`config.mk`:
```
export PLATFORM = sky130hd
export DESIGN_NAME = fetch_unit
export DESIGN_NICKNAME = d
export VERILOG_FILES = /design/src/rtl/fetch_unit.sv
export SDC_FILE = /design/constraint.sdc
export NUM_CORES = 1
export LEC_CHECK = 0
export ABC_AREA = 0
export BUFFER_PORTS_ARGS = -buffer_cell sky130_fd_sc_hd__buf_2
export CAP_MARGIN = 25
export CORE_MARGIN = 10
export CORE_UTILIZATION = 35
export DETAILED_ROUTE_END_ITERATION = 16
export PLACE_DENSITY_LB_ADDON = 0.3
export SYNTH_ARGS = -nofsm -noshare
export SYNTH_HDL_FRONTEND = slang
export SYNTH_SLANG_ARGS = --single-unit
```
`constraint.sdc`:
```
create_clock -name clk -period 3.3 [get_ports clk]
set_clock_uncertainty 0.15 [all_clocks]
set_input_delay 0.495 -clock clk [delete_from_list [all_inputs] [get_ports clk]]
set_output_delay 0.495 -clock clk [all_outputs]
set_load 0.02 [all_outputs]
```
`src/rtl/fetch_unit.sv`:
```
// ---------------------------------------------------------------------------
// fetch_unit
//
// Instruction-fetch front end for the 8-bit / 19-bit-instruction pipeline.
// Owns the program counter, drives the asynchronous-read instruction memory
// and buffers fetched words in a small prefetch queue. The queue head feeds
// decode over a valid/ready handshake. A redirect from execute flushes the
// queue and restarts fetch at the new address; the first target word is
// presented two cycles later (one bubble).
//
// Build option:
//   FETCH_PREFETCH2_EN  defined     -> two-entry prefetch queue (fetch runs
//                                      one word ahead of a stalled decode)
//                       not defined -> single IF/ID register
//
// Ports:
//   clk             clock, all state updates on the rising edge
//   rst             synchronous active-high reset
//   imem_addr       instruction-memory address (the PC register)
//   imem_data       instruction word at imem_addr, same cycle
//   redirect_valid  execute requests a PC change this cycle
//   redirect_pc     redirect target
//   id_ready        decode accepts the head entry this cycle
//   id_valid        head entry present
//   id_instruction  head instruction word
//   id_pc           address the head word was fetched from
//   id_pc_plus1     id_pc + 1 (wraps)
//   fetch_count     words pushed since reset, saturating
// ---------------------------------------------------------------------------
module fetch_unit #(
  parameter int PC_W    = 12,
  parameter int INSTR_W = 19
) (
  input  logic               clk,
  input  logic               rst,
  output logic [PC_W-1:0]    imem_addr,
  input  logic [INSTR_W-1:0] imem_data,
  input  logic               redirect_valid,
  input  logic [PC_W-1:0]    redirect_pc,
  input  logic               id_ready,
  output logic               id_valid,
  output logic [INSTR_W-1:0] id_instruction,
  output logic [PC_W-1:0]    id_pc,
  output logic [PC_W-1:0]    id_pc_plus1,
  output logic [15:0]        fetch_count
);

`ifdef FETCH_PREFETCH2_EN
  localparam int DEPTH = 2;
`else
  localparam int DEPTH = 1;
`endif

  localparam int PTR_W = (DEPTH > 1) ? $clog2(DEPTH) : 1;
  localparam int CNT_W = $clog2(DEPTH + 1);
  localparam logic [CNT_W-1:0] DEPTH_C = CNT_W'(DEPTH);

  // -------------------------------------------------------------------------
  // State
  // -------------------------------------------------------------------------
  logic [PC_W-1:0]    pc_reg,          pc_next;
  logic [PTR_W-1:0]   rd_ptr_reg,      rd_ptr_next;
  logic [PTR_W-1:0]   wr_ptr_reg,      wr_ptr_next;
  logic [CNT_W-1:0]   count_reg,       count_next;
  logic [15:0]        fetch_count_reg, fetch_count_next;

  // Queue storage, one {pc, instr} pair per entry.
  logic [PC_W-1:0]    entry_pc_reg    [DEPTH];
  logic [INSTR_W-1:0] entry_instr_reg [DEPTH];

  // Copy of the last valid head, shown while the queue is empty so the head
  // outputs do not jump to whatever stale word sits at slot 0 after a flush.
  logic [PC_W-1:0]    hold_pc_reg;
  logic [INSTR_W-1:0] hold_instr_reg;

  // -------------------------------------------------------------------------
  // Handshake / control
  // -------------------------------------------------------------------------
  logic               full;
  logic               pop;
  logic               push;
  logic [PC_W-1:0]    head_pc;
  logic [INSTR_W-1:0] head_instr;

  // Pointer advance modulo DEPTH; with a single entry the pointer is pinned.
  function automatic logic [PTR_W-1:0] ptr_inc(input logic [PTR_W-1:0] p);
    if (DEPTH == 1)
      return '0;
    else if (p == PTR_W'(DEPTH - 1))
      return '0;
    else
      return p + PTR_W'(1);
  endfunction

  assign id_valid = (count_reg != '0);
  assign full     = (count_reg == DEPTH_C);
  assign pop      = id_valid && id_ready;
  // A pop in the same cycle frees the slot, which gives full-rate throughput
  // even with a single entry. Redirect suppresses the push: the word at the
  // old PC is on the wrong path.
  assign push     = !redirect_valid && (!full || pop);

  always_comb begin
    pc_next          = pc_reg;
    rd_ptr_next      = rd_ptr_reg;
    wr_ptr_next      = wr_ptr_reg;
    count_next       = count_reg;
    fetch_count_next = fetch_count_reg;

    if (redirect_valid) begin
      // Flush everything; a concurrent pop was still taken by decode, but
      // the cleared count already accounts for it.
      pc_next     = redirect_pc;
      rd_ptr_next = '0;
      wr_ptr_next = '0;
      count_next  = '0;
    end else begin
      if (push) begin
        pc_next     = pc_reg + PC_W'(1);
        wr_ptr_next = ptr_inc(wr_ptr_reg);
      end
      if (pop) begin
        rd_ptr_next = ptr_inc(rd_ptr_reg);
      end
      unique case ({push, pop})
        2'b10:   count_next = count_reg + CNT_W'(1);
        2'b01:   count_next = count_reg - CNT_W'(1);
        default: count_next = count_reg;
      endcase
    end

    if (push && (fetch_count_reg != 16'hFFFF)) begin
      fetch_count_next = fetch_count_reg + 16'd1;
    end
  end

  always_ff @(posedge clk) begin
    if (rst) begin
      pc_reg          <= '0;
      rd_ptr_reg      <= '0;
      wr_ptr_reg      <= '0;
      count_reg       <= '0;
      fetch_count_reg <= '0;
    end else begin
      pc_reg          <= pc_next;
      rd_ptr_reg      <= rd_ptr_next;
      wr_ptr_reg      <= wr_ptr_next;
      count_reg       <= count_next;
      fetch_count_reg <= fetch_count_next;
    end
  end

  // -------------------------------------------------------------------------
  // Queue storage: each slot loads {PC, imem_data} when it is the push tail.
  // Slots are reset so the head reads 0 straight out of reset.
  // -------------------------------------------------------------------------
  generate
    for (genvar gi = 0; gi < DEPTH; gi++) begin : g_entry
      logic wr_en;
      assign wr_en = push && (wr_ptr_reg == PTR_W'(gi));

      always_ff @(posedge clk) begin
        if (rst) begin
          entry_pc_reg[gi]    <= '0;
          entry_instr_reg[gi] <= '0;
        end else if (wr_en) begin
          entry_pc_reg[gi]    <= pc_reg;
          entry_instr_reg[gi] <= imem_data;
        end
      end
    end
  endgenerate

  assign head_pc    = entry_pc_reg[rd_ptr_reg];
  assign head_instr = entry_instr_reg[rd_ptr_reg];

  always_ff @(posedge clk) begin
    if (rst) begin
      hold_pc_reg    <= '0;
      hold_instr_reg <= '0;
    end else if (id_valid) begin
      hold_pc_reg    <= head_pc;
      hold_instr_reg <= head_instr;
    end
  end

  // -------------------------------------------------------------------------
  // Outputs
  // -------------------------------------------------------------------------
  assign imem_addr      = pc_reg;
  assign id_instruction = id_valid ? head_instr : hold_instr_reg;
  assign id_pc          = id_valid ? head_pc    : hold_pc_reg;
  assign id_pc_plus1    = id_pc + PC_W'(1);
  assign fetch_count    = fetch_count_reg;

endmodule

```
# Word level (Yosys, flattened, before mapping)
# Memory sizes are Yosys's and may differ from the RTL's.
# Cells that the tools add are included.
[classes] addsub=5 reduce_logical=11 n_mux=14 eq_ne=3
[ops] cell="$mux W12" n=4
[ops] cell="$mux W19" n=2
[ops] cell="$add A12 B1 Y12 const B" n=2
[ops] cell="$reduce_or A19 Y1" n=1
[ops] cell="$add A16 B1 Y16 const B" n=1
[ops] cell="$ne A16 B16 Y1 const B" n=1
[ops] cell="$reduce_or A12 Y1" n=1
[ops] cell="$mux W1" n=7
[ops] cell="$reduce_bool A2 Y1" n=2
[ops] cell="$logic_and A1 B1 Y1" n=3
[ops] cell="$eq A2 B1 Y1 const B" n=1
[ops] cell="$eq A2 B2 Y1 const B" n=1
[ops] cell="$logic_not A1 Y1" n=2
[ops] cell="$pmux W1 S2" n=1
[ops] cell="$reduce_or A2 Y1" n=1
[ops] cell="$add A1 B1 Y1 const B" n=1
[ops] cell="$logic_or A1 B1 Y1" n=1
[ops] cell="$sub A1 B1 Y1 const B" n=1
[totals] out_inout_bits=72 ff_bits=60 memories=2 mem_bits_rw=31
[memory_table] name="entry_instr_reg" depth=1 width=19 read_ports=1 rd_ports_with_merged_regs=0 wr=1 line="69" source="logic [INSTR_W-1:0] entry_instr_reg [DEPTH];"
[memory_table] name="entry_pc_reg" depth=1 width=12 read_ports=1 rd_ports_with_merged_regs=0 wr=1 line="68" source="logic [PC_W-1:0] entry_pc_reg [DEPTH];"

# Longest topological paths before layout
# Gate-level depths: netlist (run 1).
[depth] word_depth=8 depth_mapped=10 depth_no_buf=7

# Least setup slack after synthesis (run 1)
# No wires, ideal clock.
[synth_timing] kind="flip-flop to output port" start="register count_reg, in the netlist id_valid" end="output id_pc_plus1[10]" t_required_ns=2.655 arrival_time_ns=3.170 path_slack_ns=-0.515 stages_incl_launch_ff=11 cell_sequence="dfxtp_1 -> buf_6 -> buf_2 -> buf_1 -> mux2i_1 -> inv_1 -> ha_1 -> inv_1 -> a2111oi_1 -> nand4_1 -> xnor2_1"
[synth_via] elab_chain_cells=2
[synth_rtl] element="start, declared" line="64" source="logic [CNT_W-1:0] count_reg, count_next;"
[synth_rtl] element="start signal, assigned" line="148" source="count_reg <= count_next;"
[synth_rtl] element="$mux W12"
[synth_rtl] element="via id_pc[0]" line="43" source="output logic [PC_W-1:0] id_pc,"
[synth_rtl] element="$add A12 B1 Y12" line="193" source="assign id_pc_plus1 = id_pc + PC_W'(1);"
[synth_rtl] element="end, declared" line="44" source="output logic [PC_W-1:0] id_pc_plus1,"
# The timed path passes the listed nets, and every way through them passes these cells.

# Worst setup path in the final report (run 1)
[layout_timing] start="register count_reg, in the netlist id_valid" end="output id_pc_plus1[10]"
[layout_via] elab_chain_cells=2
[layout_rtl] element="$mux W12"
[layout_rtl] element="$add A12 B1 Y12" line="193"
# No other way between the ends.

==> summary by stage, run 1 <==
Power and ir drop
The leakage power total is 2.20 nW. The fraction of power consumed by sequential logic is 49.7%. The net switching power figure is 0.626 mW. Cell internal power was estimated by the tool at 1.89 mW. The clock network fraction of design power is 39.5%. The power density over the cells is 499 mW/mm^2. The switching power share of the total is 24.9%. The relative contribution of combinational cells to total power is 10.9%. Power comes to 2.51 mW. The worst-case IR drop observed on VDD is 221 uV.

Synth
The post-synthesis compound-gate area fraction is 8.06%. The synthesized area divided by synthesized cell count is 10.5 um^2. The synthesized design contains 91 register bits.

The cell accounting for the most synthesized area is dfxtp_1. The sequential fraction of the synthesis area is 52.8%. The unique cell type count in the Yosys netlist is 42. The fraction of synthesized area in multiplexers is 8.84%. After synthesis, the cell types taking the most area are dfxtp_1, edfxtp_1, and2_1. For this run, the leading register cell type out of synthesis is dfxtp_1. The synthesized instance count is 385. The combinational family with the most area after synthesis is simple AND/OR/NAND/NOR gates. The area share of fa/ha/maj cells after synthesis is 0.930%. The area share of xor/xnor cells in the synthesized design is 3.69%. The async set-reset flop share out of synthesis is 0%. After synthesis, the largest area contributor takes up 29.8% of total cell area. The post-synth design cell area is 0.00404 mm^2.

The number of flops mapped to enable cells by yosys is 31. Counting every net in the synthesized netlist gives 423. The post-synthesis share of cell area spent on and, or, nand and nor gates is 21.5%. The total of warnings raised by yosys is 0.

STA
For the finished layout, the period the worst path requires is 3.04 ns. The number of max-slew violations in the final report is 0. Setup repair after global routing left no endpoint under its margin. The fmax is 329 MHz.

The ratio of final minimum period to clock period is 92.1%. Adding up every negative setup slack in the final design gives 0 ns. The hold violation total from the final report came to 0. The pin slew with the least headroom to its limit is 0.709 ns. The tightest slew margin relative to the limit is 52.5%.

The count of final setup violators is 0.

Job
Across the run, the number of max-cap violations was 0.

GRT
The largest net degree at the start of global routing is 26. The global-route wire length before repair is 16400 um. The initial antenna violation count was 0. The global-route usage over all layers is 12.6%. The via count of the first global-routing pass came to 3137. Summed over all layers, the global routing overflow is 0.

Setup path
Data on the critical path arrives at its endpoint at 2.40 ns. The startpoint type of the worst setup path is a flop. At the worst endpoint, the required time is 2.65 ns. The slowest stage of the critical path belongs to the cell a2111oi_2.

Together, buffers and inverters on the worst path number 3. In this run the worst path has a maximum fanout of 17. The signal on the critical path passes through mux2i_1 > inv_2 > ha_1 > inv_1 > a2111oi_2 > nand4_1 > xnor2_2 > buf_2. The type of the worst setup path is reg2out. The element type at the critical path end is a primary output. The cell family contributing the most delay on the critical path is compound AO/OA/AOI/OAI gates. The peak per-stage delay on the critical path is 0.50 ns.

CTS
The H-tree generated during clock tree synthesis spans 3 levels. The clock sink count is 91. The total of hold buffers inserted after clock tree synthesis is 0.

The clock latency on the worst-skew pair is 0.34 ns. Post-CTS repair changed the size of 0 cells. In this run, CTS created clock tree buffers numbering 9.

The buffers inserted during post-CTS setup optimization is 0. The largest buffer count on any clock path is 2. The clock tree from TritonCTS is built. The cell at the root of the clock tree is clkbuf_16. The post-CTS clock slew at the launch and capture registers of the worst setup and hold paths is 0.06 ns.

Floorplan
The total number of placement rows is 39. The chip height is 127 um. The starting utilization of the core area is 35.5%.

The overall die width is 127 um. The region available for standard cell placement spans 0.0114 mm^2. The number of ports placed on the die boundary is 107. The die covers 0.0162 mm^2.

Placement
The post-placement cell count is 620. The total of buffers placed on input and output ports is 106. Summed over all nets, the half-perimeter wirelength after detailed placement is 7550 um. The routability congestion estimate is 0.813. The total cell area at the placement stage is 0.00474 mm^2.

Routing
The per-cell routed wire length is 16.2 um. The routed layout has 3189 vias. The number of iterations in the first detailed-routing pass is 4.

The initial DRC count is 219. The routed wire length is 10300 um. In the routed design, unresolved DRC markers number 0.

The mean number of vias per cell is 5.01. The residual antenna-violating net count after detailed routing is 0.

Final layout
In the layout the commonest cells are buf_2, dfxtp_1, and2_1. The number of nets in the layout is 526. The count of antenna diodes in the layout is 0.

The post-route standard cell area excluding fillers is 0.00504 mm^2. Cells fill 44.3% of the core in the end. Leaving out fill and tap cells, the most frequent cell in the layout is buf_2. Compared with the post-synthesis result, the final layout area differs by 24.8%.

The number of non-filler instances in the completed layout is 636. Of the cells placed in the final design, the portion with a size suffix greater than 1 is 32.0%.

Min path
The tightest min-delay check is of the in2reg type.

Outcome
The run finished with clean final reports.
[kinds of logic (layout without fill, tap and decap cells)]
group / after synthesis / count (layout)
XOR/XNOR: 17 / 17
multiplexers: 33 / 33
AO/OA/AOI/OAI: 50 / 50
AND/OR/NAND/NOR: 153 / 153
flip-flops: 91 / 91
buffers and inverters: 38 / 146
adder cells (fa/ha/maj): 3 / 3
[synth_stat cells (all sizes together) (2+ instances only)]
master and count:
nand3 13, o31ai 7, o21ai 11, xor2 5, nand2 15, or4 9
mux2 21, nand4 12, ha 3, xnor2 12, nor2 25, a21oi 15
nor3 4, and3 3, and2 51, inv 16, dfxtp 60, a311oi 6
clkbuf 15, a211oi 5, and4 2, mux2i 12, nor4 5, nor2b 2
or3 8, edfxtp 31, buf 6
[power groups by stage]
stage | clock [mW] | sequential (mW) | combinational [mW]
floorplan | 0 | 1.28 | 0.164
global placement | 0 | 1.27 | 0.276
detailed placement | 0 | 1.27 | 0.278
CTS | 1.02 | 1.25 | 0.280
global route | 1.07 | 1.25 | 0.299
finish | 0.992 | 1.25 | 0.273
[worst min-delay path, stage by stage]
cell      delay, ns
buf_2          0.09
nor2_1         0.07
a211oi_1       0.05
[worst paths after layout]
path / from / endpoint / slack [ns] / cells past startpoint
max: id_valid / id_pc_plus1[10] / 0.26 / 8
min: redirect_pc[5] / imem_addr[5] / 0.27 / 3
max reg2reg: id_valid / fetch_count[12] / 0.95 / 5
min reg2reg: fetch_count[1] / fetch_count[1] / 0.37 / 2
[per-stage QoR]
| step | hold slack, ns | worst slack, ns |
|---|---|---|
| 6_report | 0.273 | 0.260 |
| 4_1_cts | 0.257 | 0.0944 |
| 2_1_floorplan | 0.306 | -0.0183 |
| 3_5_place_dp | 0.357 | 0.489 |
| 3_3_place_gp | 0.349 | 0.533 |
| 5_1_grt | 0.261 | 0.0815 |
[routing by layer]
layer | wire, um | vias up | GRT usage (%)
li1 | - | 1580 | -
met4 | 118 | 0 | 4.29
met1 | 4630 | 1531 | 15.4
met3 | 682 | 9 | 4.96
met5 | 0 | - | 0
met2 | 4900 | 69 | 19.6
[area by class of cell]
class                      count  area, um^2
multi-input combinational    256        1770
sequential                    91        2140
fill                        1114        6330
inverter                      17        63.8
clock buffer                  12         267
timing repair buffer         113         596
clock inverter                 4        23.8
tap                          143         179
Power figures use the tool's default switching activity.
==> run 2: changes to the inputs <==
- CAP_MARGIN: 25 -> default
- CORE_UTILIZATION: 35 -> 52
- clock period: 3.3 -> 3.4 ns (I/O delays scaled with it)
==> summary by stage, run 2 (synthesized netlist as in run 1, its figures left out) <==
GRT
The initial antenna violation count is 1 (+1). The overflow left after global routing is 0 (unchanged). The via count of the first global-routing pass was 3225 (+2.8%). The global-route usage over all layers is 16.7% (+4.2 points). The largest net degree at the start of global routing came to 40 (+54%).

The global-route wire length before repair is 15800 um (-4.0%).

Min path
The type of the worst min-delay path is in2reg.

Power and ir drop
The leakage power total is 2.18 nW (-1.2%). The net switching power figure came to 0.579 mW (-7.5%). The relative contribution of combinational cells to total power is 11.5% (+0.6 points).

The fraction of power consumed by sequential logic is 53.5% (+3.8 points). The power density over the cells is 460 mW/mm^2 (-7.7%). The internal power summed over all cells is 1.68 mW (-11%).

The peak supply drop is 201 uV (-8.8%). The switching power share of the total is 25.6% (+0.68 points). The clock network fraction of design power is 35.0% (-4.5 points).

Routing
The number of iterations in the first detailed-routing pass is 5 (+1). The post-detailed-route DRC marker count is 0 (unchanged). The per-cell routed wire length is 16.1 um (-1.1%). The initial DRC count was 97 (-56%). The residual antenna-violating net count after detailed routing came to 0 (unchanged).

The total number of vias is 3176 (-0.41%). The mean number of vias per cell is 5.33 (+6.3%). The routed wire length is 9570 um (-7.3%).

Floorplan
The core outline area came to 0.00765 mm^2 (-33%). The total number of placement rows is 32 (-18%). The die area is 0.0117 mm^2 (-28%).

The overall die width came to 108 um (-15%). The chip height came to 108 um (-15%). The number of ports placed on the die boundary is 107 (unchanged). The starting utilization of the core area came to 52.8% (+17 points).

CTS
The number of gates given a new drive strength after cts came to 0 (unchanged). The number of H-tree branching levels is 3 (unchanged). The cell at the root of the clock tree is clkbuf_8. The clock tree from TritonCTS is built. The total of hold buffers inserted after clock tree synthesis is 0 (unchanged). The clock latency on the worst-skew pair is 0.35 ns (about the same). The number of buffers created by CTS is 9 (unchanged). The largest buffer count on any clock path is 2 (unchanged).

The post-CTS clock slew at the launch and capture registers of the worst setup and hold paths is 0.09 ns (+0.03 ns). The clock sink count is 91 (unchanged). The buffers inserted during post-CTS setup optimization came to 0 (unchanged).

Placement
The post-placement cell count is 579 (-6.6%). The detailed placement HPWL came to 7010 um (-7.2%). The routability congestion estimate was 0.786 (-3.3%). The total of buffers placed on input and output ports is 106 (unchanged).

Setup path
The startpoint type of the worst setup path is a flop. The largest fanout of any net on the critical path came to 13 (-4). The signal arrival time at the worst endpoint is 2.41 ns (about the same). The element type at the critical path end is a primary output. The setup path with the least slack is of type reg2out. The data required time of the worst path is 2.74 ns (+0.09 ns).

STA
The worst hold margin was 0.256 ns (-0.0172 ns). The accumulated negative setup slack came to 0 ns (unchanged). The ratio of final minimum period to clock period is 90.2%.

Setup repair after global routing left no endpoint under its margin. The count of final setup violators is 0 (unchanged). The hold violation total from the final report is 0 (unchanged). The pin slew with the least headroom to its limit was 0.986 ns (+0.277 ns).

Timing would allow up to 326 MHz. The number of max-slew violations in the final report is 0 (unchanged). Counting I/O delays and the setup requirement, the final critical path takes 3.07 ns. The tightest slew margin relative to the limit is 34.0% (-18 points).

Outcome
The flow ran to the end, and the final reports show no timing, DRC or antenna violations.

Job
The count of maximum capacitance violations came to 0 (unchanged).

Final layout
The sequential cell area was 0.00213 mm^2 (-0.12%). The number of nets in the layout is 526 (unchanged). The share of layout cells above drive strength 1 came to 32.0% (unchanged).

The area of the multi-input gates is 0.00179 mm^2 (+0.71%). The top cell types in the final layout, fill and taps aside, are buf_2, dfxtp_1, and2_1. Leaving out fill and tap cells, the most frequent cell in the layout is buf_2. The number of non-filler instances in the completed layout is 596 (-6.3%). The final standard cell utilization of the core is 64.3% (+20 points). The fill cell instance count of the final layout was 652 (-41%). The post-synthesis to final-layout area growth is 21.8%.
==> run 2: changes by cell type in the layout (fill, tap and decap cells not counted), sizes merged <==
| cell | before | now |
|---|---|---|
| clkinv | 3 | 4 |
| clkinvlp | 2 | 0 |
| inv | 16 | 17 |
| clkbuf | 12 | 11 |
| bufinv | 0 | 1 |
| diode | 0 | 1 |
==> run 2: worst max-delay path, cell delays in order, from the launching register on <==
cell       delay (ns)
dfxtp_2          0.51
mux2i_1          0.19
inv_1            0.11
ha_1             0.20
inv_1            0.09
a2111oi_4        0.42
nand3_1          0.19
xnor2_2          0.16
buf_2            0.18
==> run 2: per-layer routing <==
layer	GRT usage [%]	share of wire, %	vias to the layer above
met1	21.0	46	1490
met3	5.41	6.9	9
met4	6.58	1.4	0
met5	0	0	-
met2	26.2	46	99
li1	-	-	1578
==> run 2: final cells by class <==
type                       instances  share of cell area [%]
sequential                        91                    43.4
multi-input combinational        256                    36.3
timing repair buffer             113                    11.9
clock buffer                      11                    3.31
tap                              102                    2.60
inverter                          17                    1.30
clock inverter                     5                    1.17
antenna                            1                  0.0509
==> run 2: through the flow <==
stage | power (mW) | worst slack, ns | area [um^2]
floorplan | 1.40 | 0.00598 | 4060
global placement | 1.49 | 0.727 | 4680
detailed placement | 1.50 | 0.597 | 4680
CTS | 2.28 | 0.196 | 4900
global route | 2.36 | 0.114 | 4910
finish | 2.26 | 0.333 | 4920
==> run 2: path summary, 6_finish.rpt <==
kind                  startpoint  cells after the start  slack [ns]               to
setup reg to reg        id_valid                      4        1.25  fetch_count[14]
hold / removal    redirect_pc[0]                      3        0.26     imem_addr[0]
hold reg to reg   hold_pc_reg[9]                      2        0.37   hold_pc_reg[9]
setup / recovery        id_valid                      8        0.33   id_pc_plus1[8]
==> run 2: power by group through the flow <==
stage          sequential, mW  clock (mW)  combinational [mW]
2_1_floorplan            1.24           0               0.159
3_3_place_gp             1.23           0               0.260
3_5_place_dp             1.24           0               0.264
4_1_cts                  1.21       0.805               0.264
5_1_grt                  1.22       0.851               0.287
6_report                 1.21       0.792               0.261
==> run 3: changes to the inputs <==
- CORE_UTILIZATION: 52 -> 56
- clock period: 3.4 -> 3.6 ns (I/O delays scaled with it)
==> summary by stage, run 3 (synthesized netlist as in run 1, its figures left out) <==
Setup path
The internal reg-to-reg setup slack is 1.39 ns (+0.14 ns). The depth of the worst register-to-register path is 5 (+1). The category of cells accounting for the largest share of critical-path delay is compound AO/OA/AOI/OAI gates. The signal arrival time at the worst endpoint is 2.54 ns (+0.13 ns). The startpoint of the worst-slack reg-to-reg timing path is id_valid. In this run the critical register-to-register path is captured at fetch_count[14]. The standard cell with the maximum stage delay on the critical path is a2111oi_1. The buffers plus inverters on the worst setup path is 2 (-1).

The largest fanout of any net on the critical path is 22 (+9). The peak per-stage delay on the critical path was 0.71 ns (+0.20 ns). By startpoint and endpoint, the worst setup path is classified as reg2out. The startpoint type of the worst setup path is a flop. The element type at the critical path end is a primary output. The data required time of the worst path is 2.91 ns (+0.17 ns). The critical path goes through buf_4 > mux2i_1 > a2111oi_1 > nand4_1 > xnor2_2 > buf_2.

Placement
The total of buffers placed on input and output ports came to 106 (unchanged). The routability congestion estimate came to 0.805 (+2.4%). The total cell area at the placement stage is 0.00466 mm^2 (-0.43%). The detailed placement HPWL is 6980 um (-0.47%).

CTS
The number of buffers created by CTS came to 9 (unchanged). The buffers inserted during post-CTS setup optimization was 0 (unchanged). The clock latency on the worst-skew pair is 0.35 ns (about the same). The largest buffer count on any clock path was 2 (unchanged). The number of gates given a new drive strength after cts is 0 (unchanged). The post-CTS clock slew at the launch and capture registers of the worst setup and hold paths is 0.09 ns (about the same). The clock sink count was 91 (unchanged). TritonCTS built the clock tree. The cell at the root of the clock tree is clkbuf_8. The total of hold buffers inserted after clock tree synthesis is 0 (unchanged). The number of H-tree branching levels was 3 (unchanged).

Floorplan
The core outline area is 0.00691 mm^2 (-9.7%). The number of ports placed on the die boundary was 107 (unchanged). The chip height came to 105 um (-3.0%). The total number of placement rows came to 30 (-6.3%).

The starting utilization of the core area is 58.4% (+5.7 points). The die area is 0.0110 mm^2 (-5.8%). The overall die width is 105 um (-3.0%).

Routing
The routed wire length is 9410 um (-1.6%). The total number of vias is 3195 (+0.60%). The mean number of vias per cell is 5.43 (+2.0%). The post-detailed-route DRC marker count is 0 (unchanged). The per-cell routed wire length is 16.0 um (-0.30%). The initial DRC count is 98 (+1.0%).

The number of iterations in the first detailed-routing pass came to 4 (-1). The residual antenna-violating net count after detailed routing is 0 (unchanged).

Final layout
The share of layout cells above drive strength 1 is 31.7% (-0.34 points). The post-synthesis to final-layout area growth is 20.1%. The most frequent standard cell in the layout excluding fill and tap cells is buf_2. The count of antenna diodes in the layout is 0 (-1). The library cells used most frequently in the layout, excluding fill and tap cells, are buf_2, dfxtp_1, and2_1. The post-route standard cell area excluding fillers came to 0.00485 mm^2 (-1.4%). The number of nets in the layout was 525 (-0.19%).

STA
The smallest clock period supported by the final layout is computed as 3.23 ns. The ratio of final minimum period to clock period is 89.6%. Setup repair after global routing left no endpoint under its margin. The fmax is 310 MHz. The count of final setup violators is 0 (unchanged). The tightest slew margin relative to the limit was 32.9% (-1.1 points). The pin slew with the least headroom to its limit came to 1.00 ns (+0.0160 ns). The accumulated negative setup slack is 0 ns (unchanged). The number of max-slew violations in the final report is 0 (unchanged).

The hold violation total from the final report was 0 (unchanged).

GRT
The global-route usage over all layers is 16.8% (+0.075 points). The via count of the first global-routing pass came to 3313 (+2.7%). The global-route wire length before repair was 15400 um (-2.4%). The initial antenna violation count is 0 (-1).

The overflow left after global routing is 0 (unchanged). The largest net degree at the start of global routing is 32 (-20%).

Min path
The type of the worst min-delay path is in2reg. The worst hold path terminates at imem_addr[0]. The worst hold path begins at redirect_pc[0].

The number of stages on the worst hold path is 3 (unchanged).

Job
The count of maximum capacitance violations is 0 (unchanged).

Power and ir drop
The peak supply drop came to 197 uV (-2.3%). The power density over the cells came to 420 mW/mm^2 (-8.7%). The leakage power total is 2.15 nW (-1.3%).

Outcome
The flow ran to the end, and the final reports show no timing, DRC or antenna violations.
run 3: cell count changes in the layout (fill, tap and decap cells not counted), sizes merged:
| cell | before | now |
|---|---|---|
| clkbuf | 11 | 10 |
| bufinv | 1 | 0 |
| clkinvlp | 0 | 2 |
| clkinv | 4 | 3 |
| inv | 17 | 18 |
| diode | 1 | 0 |
| buf | 113 | 112 |
run 3: metrics by stage:
step                setup WS [ns]  total power [mW]  hold WS, ns  std cells  util [%]
floorplan                  0.0297              1.32        0.306        385         -
global placement            0.811              1.41        0.349        572      67.5
detailed placement          0.752              1.41        0.349        572      67.5
CTS                         0.349              2.06        0.280        588      70.2
global route                0.193              2.12        0.293        588      70.2
finish                      0.375              2.04        0.294        588      70.2
run 3: worst max-delay path by stage:
stage	from	to	slack, ns	cells after the start
2_1_floorplan	id_valid	id_pc_plus1[10]	0.03	10
3_3_place_gp	id_valid	id_pc_plus1[10]	0.81	6
6_report	id_valid	id_pc_plus1[10]	0.37	6
3_5_place_dp	id_valid	id_pc_plus1[10]	0.75	6
5_1_grt	id_valid	id_pc_plus1[10]	0.19	6
4_1_cts	id_valid	id_pc_plus1[10]	0.35	6
run 3: cell type report:
cell class / count / area, um^2
flip-flops and latches: 91 / 2130
inverters: 17 / 63.8
well taps: 96 / 120
multi-input cells: 256 / 1770
repair buffers: 112 / 576
clock buffers: 10 / 138
clock inverters: 6 / 48.8
fillers: 567 / 2060
run 3: metal layers:
layer  vias to the layer above  part of all wire, %  track usage [%]
met2                        92                   49             29.0
li1                       1582                    -                -
met5                         -                    0                0
met3                        17                  5.7             4.73
met1                      1504                   44             19.2
met4                         0                  1.7             6.67
run 3: report_power, final:
part | switching, mW | total, mW | internal [mW]
Sequential | 0.0277 | 1.14 | 1.11
Clock | 0.372 | 0.649 | 0.277
Combinational | 0.154 | 0.248 | 0.0938
Total | 0.554 | 2.04 | 1.48
run 3: worst register-to-register path: stages (launching register included):
cell,delay (ns)
dfxtp_2,0.35
buf_4,0.20
nand2b_1,0.35
nand3_1,0.34
or4_1,0.58
o211a_1,0.13
